$ cat config.mk
export PLATFORM = sky130hd
export DESIGN_NAME = serial_sub
export DESIGN_NICKNAME = d
export VERILOG_FILES = /design/src/rtl/serial_sub_pkg.sv /design/src/rtl/serial_sub_sub_digit.sv /design/src/rtl/serial_sub.sv
export SDC_FILE = /design/constraint.sdc
export NUM_CORES = 1
export LEC_CHECK = 0
export CAP_MARGIN = 20
export CORE_UTILIZATION = 35
export CTS_CLUSTER_SIZE = 25
export DETAILED_ROUTE_END_ITERATION = 12
export GPL_TIMING_DRIVEN = 0
export SKIP_CTS_REPAIR_TIMING = 1
export SYNTH_ARGS = -nofsm -noshare
export SYNTH_HDL_FRONTEND = slang
export SYNTH_HIERARCHICAL = 1
export SYNTH_SLANG_ARGS = --single-unit
$ cat constraint.sdc
create_clock -name clk -period 2.45 [get_ports clk]
set_clock_uncertainty 0.2 [all_clocks]
set_input_delay 0.49 -clock clk [delete_from_list [all_inputs] [get_ports clk]]
set_output_delay 0.49 -clock clk [all_outputs]
set_load 0.02 [all_outputs]
$ cat src/rtl/serial_sub_pkg.sv
// rtl/serial_sub_pkg.sv - shared FSM state type and sizing helper for serial_sub
package serial_sub_pkg;

    // Operation phases: waiting for operands, digit-serial compute, result held
    typedef enum logic [1:0] {
        ST_IDLE = 2'd0,
        ST_RUN  = 2'd1,
        ST_DONE = 2'd2
    } state_t;

    // Digit counter width: enough bits to count 0..n-1, never narrower than 1
    function automatic int cnt_width(input int n);
        return (n <= 1) ? 1 : $clog2(n);
    endfunction

endpackage

$ cat src/rtl/serial_sub_sub_digit.sv
// rtl/serial_sub_sub_digit.sv - combinational W-bit ripple subtractor from one-bit full-subtractor cells
module sub_digit #(
    parameter int W = 2
) (
    input  logic [W-1:0] a,
    input  logic [W-1:0] b,
    input  logic         bin,
    output logic [W-1:0] diff,
    output logic         bout
);

    // Borrow chain: w_borrow[i] enters cell i, w_borrow[W] leaves the digit
    logic [W:0] w_borrow;

    assign w_borrow[0] = bin;

    for (genvar i = 0; i < W; i++) begin : g_cell
        // One-bit full subtractor: d = a ^ b ^ c, borrow when a < b + c
        assign diff[i]       = a[i] ^ b[i] ^ w_borrow[i];
        assign w_borrow[i+1] = (~a[i] & b[i]) | (~(a[i] ^ b[i]) & w_borrow[i]);
    end

    assign bout = w_borrow[W];

endmodule

$ cat src/rtl/serial_sub.sv
// rtl/serial_sub.sv - digit-serial A - B - bin subtractor with valid/ready handshakes (option: SERIAL_SUB_SIGNED_OVF_EN)
module serial_sub
    import serial_sub_pkg::*;
#(
    parameter int WIDTH = 8,
    parameter int DIGIT = 2
) (
    input  logic             clk,
    input  logic             rst_n,
    input  logic             clr,
    input  logic             in_valid,
    output logic             in_ready,
    input  logic [WIDTH-1:0] a,
    input  logic [WIDTH-1:0] b,
    input  logic             bin,
    output logic             out_valid,
    input  logic             out_ready,
    output logic [WIDTH-1:0] diff,
    output logic             bout
`ifdef SERIAL_SUB_SIGNED_OVF_EN
    ,
    output logic             ovf
`endif
);

    localparam int N  = WIDTH / DIGIT;
    localparam int CW = cnt_width(N);
    localparam logic [CW-1:0] LAST_CNT = CW'(N - 1);

    state_t           r_state;
    state_t           w_next;
    logic [WIDTH-1:0] r_a_sh;
    logic [WIDTH-1:0] r_b_sh;
    logic [WIDTH-1:0] r_diff;
    logic             r_borrow;
    logic             r_bout;
    logic [CW-1:0]    r_cnt;

    logic             w_accept;
    logic             w_run;
    logic             w_last;
    logic [DIGIT-1:0] w_dig_diff;
    logic             w_dig_bout;
    logic [WIDTH-1:0] w_diff_shift;

    assign in_ready  = (r_state == ST_IDLE);
    assign out_valid = (r_state == ST_DONE);
    assign diff      = r_diff;
    assign bout      = r_bout;

    assign w_accept  = in_ready & in_valid;
    assign w_run     = (r_state == ST_RUN);
    assign w_last    = w_run && (r_cnt == LAST_CNT);

    // Low digit of each operand shift register, chained through the registered borrow
    sub_digit #(
        .W(DIGIT)
    ) u_sub_digit (
        .a   (r_a_sh[DIGIT-1:0]),
        .b   (r_b_sh[DIGIT-1:0]),
        .bin (r_borrow),
        .diff(w_dig_diff),
        .bout(w_dig_bout)
    );

    // New digit enters at the top so the first (least significant) digit lands at bit 0 after N shifts
    if (DIGIT == WIDTH) begin : g_diff_single
        assign w_diff_shift = w_dig_diff;
    end else begin : g_diff_multi
        assign w_diff_shift = {w_dig_diff, r_diff[WIDTH-1:DIGIT]};
    end

    // State register
    always_ff @(posedge clk or negedge rst_n) begin
        if (!rst_n) begin
            r_state <= ST_IDLE;
        end else begin
            r_state <= w_next;
        end
    end

    // Next-state logic; clr overrides every transition
    always_comb begin
        w_next = r_state;
        case (r_state)
            ST_IDLE: if (in_valid)  w_next = ST_RUN;
            ST_RUN:  if (w_last)    w_next = ST_DONE;
            ST_DONE: if (out_ready) w_next = ST_IDLE;
            default:                w_next = ST_IDLE;
        endcase
        if (clr) begin
            w_next = ST_IDLE;
        end
    end

    // Operand capture at accept, then one digit per cycle while running
    always_ff @(posedge clk or negedge rst_n) begin
        if (!rst_n) begin
            r_a_sh   <= '0;
            r_b_sh   <= '0;
            r_diff   <= '0;
            r_borrow <= 1'b0;
            r_bout   <= 1'b0;
            r_cnt    <= '0;
        end else if (clr) begin
            r_bout   <= 1'b0;
        end else if (w_accept) begin
            r_a_sh   <= a;
            r_b_sh   <= b;
            r_borrow <= bin;
            r_cnt    <= '0;
        end else if (w_run) begin
            r_a_sh   <= r_a_sh >> DIGIT;
            r_b_sh   <= r_b_sh >> DIGIT;
            r_diff   <= w_diff_shift;
            r_borrow <= w_dig_bout;
            r_cnt    <= r_cnt + CW'(1);
            if (w_last) begin
                r_bout <= w_dig_bout;
            end
        end
    end

`ifdef SERIAL_SUB_SIGNED_OVF_EN
    logic r_a_sign;
    logic r_b_sign;
    logic r_ovf;

    assign ovf = r_ovf;

    // Sign bits captured at accept; overflow when signs differ and the result sign departs from a
    always_ff @(posedge clk or negedge rst_n) begin
        if (!rst_n) begin
            r_a_sign <= 1'b0;
            r_b_sign <= 1'b0;
            r_ovf    <= 1'b0;
        end else if (clr) begin
            r_ovf    <= 1'b0;
        end else if (w_accept) begin
            r_a_sign <= a[WIDTH-1];
            r_b_sign <= b[WIDTH-1];
        end else if (w_last) begin
            r_ovf    <= (r_a_sign ^ r_b_sign) & (w_diff_shift[WIDTH-1] ^ r_a_sign);
        end
    end
`endif

endmodule
Word level (Yosys, flattened, before mapping)

Index checks and enable logic that the tools add are counted.

Output and inout port bits: 11
Register bits after elaboration: 30
Input bits: 22

Add/sub/neg operators: 1
Multiplexer cells: 17
Bitwise logic cells: 17
Reduce and logical (&&, ||, !) cells: 9
Eq/ne operators: 7

Operators with widths:

| cell                  | count |
|---|---|
| $mux W8               | 4 |
| $mux W2               | 6 |
| $reduce_and A3 Y1     | 3 |
| $mux W1               | 6 |
| $ne A3 B2 Y1 const B  | 2 |
| $not A1 Y1            | 6 |
| $pmux W2 S3           | 1 |
| $reduce_bool A2 Y1    | 3 |
| $and A1 B1 Y1         | 5 |
| $eq A2 B2 Y1 const B  | 2 |
| $xor A1 B1 Y1         | 4 |
| $ne A3 B3 Y1 const B  | 1 |
| $add A2 B1 Y2 const B | 1 |
| $eq A2 B1 Y1 const B  | 1 |
| $logic_not A2 Y1      | 1 |
| $ne A2 B2 Y1 const B  | 1 |
| $or A1 B1 Y1          | 2 |
| $reduce_and A2 Y1     | 1 |
| $logic_and A1 B1 Y1   | 1 |

Logic depth before layout (Yosys ltp)

Depth in word-level cells: 10
Mapped depth: 7
Mapped depth without buffers: 7

By module

The synthesis kept the hierarchy.

By module, submodules not included:

| module     | cells each | area an instance (sq um) | times used | sequential area each (sq um) |
|---|---|---|---|---|
| serial_sub | 91         | 1,382.6                  | 1          | 750.7 |
| sub_digit  | 7          | 58.8                     | 1          | 0.0 |

Worst setup path after synthesis

Ideal clock, no wire load.

Path type: input to register
From: input port in_valid
To: register r_a_sh[4]
Stages: 5
Slack: 0.488 ns
Arrival: 1.637 ns
Path through: or3b_1 -> buf_6 -> buf_8 -> mux2_4 -> mux2_2

Longest elaborated chain between the ends: 3
Elaborated cells on any way between the ends: 4

Ends and longest elaborated chain:

| what                                | line              | RTL |
|---|---|---|
| start, declared                     | serial_sub.sv:11  | `input logic in_valid,` |
| $and A1 B1 Y1 *                     | serial_sub.sv:51  | `assign w_accept = in_ready & in_valid;` |
| $reduce_bool A2 Y1 (no source line) | --                |  |
| $reduce_and A2 Y1 (no source line)  | --                |  |
| end signal, assigned                | serial_sub.sv:113 | `r_a_sh <= r_a_sh >> DIGIT;` |
| end, declared                       | serial_sub.sv:32  | `logic [WIDTH-1:0] r_a_sh;` |

Mark *: on every way between the ends. The rest lies on a longest branch, timed or not.
A chain may end at the register's enable or synchronous reset.

Worst setup path in the final report

Ends and elaborated chain as after synthesis.

==> flow_metrics.env <==
export IMPL_finalCriticalPeriod_ps=2290
export IMPL_r2r_end="r_a_sh[4]"
export IMPL_startpoint_type="primary input"
export IMPL_ir_worst_vdd_uv=450
export IMPL_cts_tree="done"
export IMPL_ant_nets=0
export IMPL_gp_congestion=0.682
export IMPL_start_util_pct=37.9
export IMPL_synthMuxAreaShare_pct=31.3
export IMPL_synthSimpleGateAreaFrac_pct=4.25
export IMPL_period_share_pct=93.5
export IMPL_grt_pass1_vias=933
export IMPL_synth_top_family_by_area="multiplexers"
export IMPL_die_x_um=66.2
export IMPL_clock_latency_ps=270
export IMPL_fillers=343
export IMPL_r2r_start="r_state[0]"
export IMPL_cts_buffers_inserted=5
export IMPL_reg2reg_setup_slack_ps=420
export IMPL_htree_levels=2
export IMPL_pin_count=33
export IMPL_slew_headroom_pct=53.8
export IMPL_wl_um=2310
export IMPL_synth_compound_area_share_pct=3.99
export IMPL_p_per_area_nw_per_um2=918
export IMPL_num_vias=884
export IMPL_status="finished, final reports clean"
export IMPL_die_h_um=66.2
export IMPL_cp_max_fo=10
export IMPL_drc=0
export IMPL_tightest_slew_ps=690
export IMPL_drive_gt1_share_pct=36.0
export IMPL_r2r_cells=4
export IMPL_grt_max_degree=19
export IMPL_netlist_area_um2=1440
export IMPL_cts_sinks=30
export IMPL_cts_root_buf="clkbuf_8"
export IMPL_slew_violations=0
export IMPL_yosys_cell_types_count=21
export IMPL_multi_input_area_um2=623
export IMPL_regArea_um2=751
export IMPL_cap_violations=0
export IMPL_hp_class="flop to flop"
export IMPL_hp_start="diff[0]"
export IMPL_grt_pass1_wl_um=4050
export IMPL_critical_path_class="primary input to flop"
export IMPL_hold_path_end="diff[0]"
export IMPL_synth_nets=123
export IMPL_die_area_um2=4380
export IMPL_dr_pass1_iters=4
export IMPL_synthCells=98
export IMPL_wl_per_cell_um=12.4
export IMPL_min_delay_path_depth=1
export IMPL_critPathCaptureType="flop"
export IMPL_setup_violations=0
export IMPL_hpwl_um=1810
export IMPL_syn_avg_cell_area_um2=14.7
export IMPL_cp_arrival_ps=2240
export IMPL_track_usage_pct=12.4
export IMPL_finalHoldViolCount=0
export IMPL_cp_required_ps=2400
export IMPL_synth_seq_area_share_pct=52.1
export IMPL_whs_ps=306
export IMPL_clk_path_buf_depth=2
export IMPL_fmax_mhz=436
export IMPL_vias_per_cell=4.73
export IMPL_syn2layout_area_growth_pct=34.7
export IMPL_rsz0062_at_grt="false"
export IMPL_placeableCoreArea_um2=3800
export IMPL_insertedDiodeCount=0
export IMPL_cp_startpoint="in_valid"
export IMPL_fin_nets=163
export IMPL_rows=22
export IMPL_io_buffers=32
export IMPL_synth_xor_area_share_pct=0
export IMPL_synth_fa_ha_area_share_pct=3.65
export IMPL_ys_ff_latch=30
export IMPL_synth_warnings=6
export IMPL_antenna_found_initial=0
export IMPL_finish_utilization_pct=51.1
export IMPL_clkTransAtPathRegs_ps=60
export IMPL_drt_initial_drc_count=12
export IMPL_grt_ovfl_total=0
export IMPL_static_leakage_power_uw=0.000891
cell families (layout without fill, tap and decap cells):
family | count (synthesis) | after routing
AOI/OAI and AO/OA | 7 | 7
adders and majority gates | 3 | 3
muxes | 37 | 37
buffers and inverters | 11 | 52
DFF | 30 | 30
and+or+nand+nor | 10 | 10
synth_stat cells, drive strengths merged:
cell type / instances / area, um2
nor3: 1 / 5.00
o21ai: 1 / 8.76
dfrtp: 30 / 751
nand2b: 1 / 6.26
fa: 2 / 40.0
and2b: 1 / 8.76
ha: 1 / 12.5
nand3b: 1 / 7.51
and2: 1 / 7.51
and3: 1 / 6.26
a21oi: 1 / 5.00
nor2: 3 / 11.3
inv: 6 / 22.5
clkbuf: 2 / 7.51
or3b: 1 / 8.76
mux2: 35 / 432
mux2i: 2 / 20.0
buf: 3 / 37.5
a22o: 5 / 43.8
area by class of cell:
class,count,share of cell area (%)
Inverter,6,1.16
Sequential cell,30,38.7
Buffer,5,2.38
Timing Repair Buffer,33,17.9
Clock inverter,1,0.258
Multi-Input combinational cell,57,32.1
Tap cell,48,3.09
Clock buffer,7,4.45
power by group:
part | internal [uW] | switching [uW] | total (uW)
clock network | 226 | 168 | 394
logic | 391 | 252 | 643
registers | 655 | 90.7 | 746
total | 1270 | 511 | 1780
per-layer routing:
metal	global-route usage, %	up-vias	share of wire, %
li1	-	422	-
met1	15.0	432	45
met2	21.2	28	48
met3	3.62	2	6.1
met4	3.99	0	0.26
met5	0	-	0
through the flow:
step	power (uW)	TNS [ps]	worst slack [ps]	area (um2)	instances
after floorplan	1150	0	488	1440	98
after global placement	1380	-1460	-193	1820	178
after detailed placement	1410	-1430	-205	1850	179
after CTS	1810	0	81.3	1940	187
after global routing	1900	0	108	1940	187
final	1780	0	159	1940	187
how the worst max path moves through the flow:
stage                           end  slack [ps]
after global placement    r_a_sh[4]        -190
final                     r_a_sh[4]         160
after detailed placement  r_b_sh[1]        -210
after global routing      r_a_sh[4]         110
after floorplan           r_a_sh[4]         490
after CTS                 r_a_sh[4]          80
worst max-delay path, cell delays in order:
cell	delay (ps)
clkdlybuf4s50_1	530
or3b_1	380
buf_6	140
buf_8	150
mux2_4	290
mux2_2	250
state kept, by name (all words and copies together) (netlist names):
name      cells
r_state       2
r_a_sh        8
r_borrow      1
diff          8
bout          1
r_cnt         2
r_b_sh        8
layout by cell type, fill, tap and decap left out:
cell	instances
buf_8	1
nand2b_1	1
nor2_1	3
a22o_1	5
o21ai_2	1
and3_1	1
nand3b_1	1
buf_16	1
ha_1	1
mux2i_1	2
buf_6	2
clkbuf_8	6
or3b_1	1
clkinv_2	1
inv_1	6
clkbuf_1	2
and2b_2	1
clkbuf_2	1
a21oi_1	1
mux2_4	10
mux2_2	25
dfrtp_1	30
clkdlybuf4s50_1	32
nor3_1	1
fa_1	2
and2_2	1
Power figures use the tool's default switching activity.
==> patch, RTL diff (config.mk and constraints unchanged) <==
Change the parameter `DIGIT` from 2 to 4.
--- a/src/rtl/serial_sub.sv
+++ b/src/rtl/serial_sub.sv
@@ -5,3 +5,3 @@
     parameter int WIDTH = 8,
-    parameter int DIGIT = 2
+    parameter int DIGIT = 4
 ) (
Formal check against the unedited RTL: not equivalent (a bounded check fails within 4 cycles, from zero or initial values and one cycle with rst_n low).
==> patch against the unedited design <==
- die area shrank 5.0%
- core utilization grew 0.13 points
- sequential cell count fell by 1
- synthesized cell count increased by 19%
- worst setup slack worse by 88 ps
- largest power group is now combinational cells
- largest cell class unchanged
- total power is 27% higher
- synthesized area down 5.1%
- cell area shrank 1.9%
- routed wire length is 13% higher
==> patch: results (changes against the unedited design) <==
Cells and area
  – Bufs w/o clock: 41 (+7.9%)
  – Signal buffers share of area: 21.68% (+1.4 points)
  – Logic inverters: 10 (+4)
  – Comb_multi_in: 71 (+25%)
  – Fraction of area in multi-input gates: 28.97% (-3.1 points)
  – Final non-filler cell area: 1904 um2 (-1.9%)
  – Final non-filler cell total: 207 (+11%)
  – Filler cell count: 351 (+2.3%)
  – ClkCell Share: 6.110% (+1.4 points)
  – Final #Nets: 184 (+13%)
  – Ratio of cells with drive above 1 in the final layout: 25.16% (-11 points)

Worst setup path
  – Crit path DAT: 2340 ps (+100 ps)
  – Worst path max stage delay: 400 ps (-130 ps)
  – Crit Path Max Fanout: 2 (-8)
  – CP max stage cell: fa_1
  – Top cell family by delay on the critical path: adder cells

GRT
  – Number of global-route vias before repair: 965 (+3.4%)
  – First-pass GRT wire length: 4519 um (+12%)
  – Largest net degree at the start of global routing: 18 (-1)
  – Total track usage: 14.94% (+2.5 points)
  – Met2 Use GR: 22.37% (+1.2 points)
  – Grt met3 use: 5.458% (+1.8 points)

Place
  – RD Place Congestion: 0.7302 (+7.0%)
  – Area after DPL: 1775 um2 (-4.0%)
  – Hpwl dp: 2038 um (+13%)

Route
  – WL/cell: 12.60 um (+1.8%)
  – DR iter-0 viols: 13 (+1)
  – Vias per cell: 4.749 (+0.46%)
  – WL met1: 1280 um (+22%)
  – Met2 WL: 1186 um (+6.0%)
  – Metal3 WL: 119 um (-15%)

Logic synthesis
  – Synth Area in Compound Gates: 10.70% (+6.7 points)
  – Synthesized instance count: 117 (+19%)
  – Post-Synth Adder-Cell Area: 5.855% (+2.2 points)
  – Ranking of synthesized cells by area: dfrtp_1 53%, mux2_2 6.6%, a22o_2 5.9%, fa_1 5.9%, nand2_1 4.9%
  – Top cells by count, synth: 29 x dfrtp_1, 18 x nand2_1, 10 x inv_1
  – Post-synthesis mux area share: 8.417% (-23 points)
  – Sequential area share after synthesis: 53.06% (+0.98 points)
  – Synthesized net count: 143 (+16%)

Power
  – Pleak: 0.8421 nW (-5.5%)
  – Peak supply drop: 0.7010 mV (+56%)

STA
  – Max-slew headroom: 53.01% (-0.81 points)

Status
  – Outcome: finished, final reports clean
-- patch: path summary, 6_finish.rpt --
check / endpoint / cells after the start / slack, ps / from
hold / removal: diff[1] / 1 / 300 / diff[1]
setup / recovery: diff[7] / 8 / 70 / r_b_sh[0]
min in group asynchronous: diff[3] / 1 / 440 / rst_n
max in group asynchronous: r_state[0] / 2 / 1090 / rst_n
setup reg to reg: diff[7] / 8 / 70 / r_b_sh[0]
hold reg to reg: diff[1] / 1 / 300 / diff[1]
-- patch: per-stage QoR --
| step | power, W | setup slack, ps |
|---|---|---|
| after global routing | 0.002468 | -27.18 |
| after CTS | 0.002281 | -52.66 |
| after global placement | 0.001726 | -18.08 |
| after detailed placement | 0.001772 | -43.23 |
| after floorplan | 0.001416 | 73.81 |
| final | 0.002272 | 71.05 |
-- patch: where the power goes --
part           internal (W)  switching (W)  total (W)
combinational      0.000505       0.000448   0.000953
clock              0.000331       0.000171   0.000501
sequential         0.000688       0.000130   0.000818
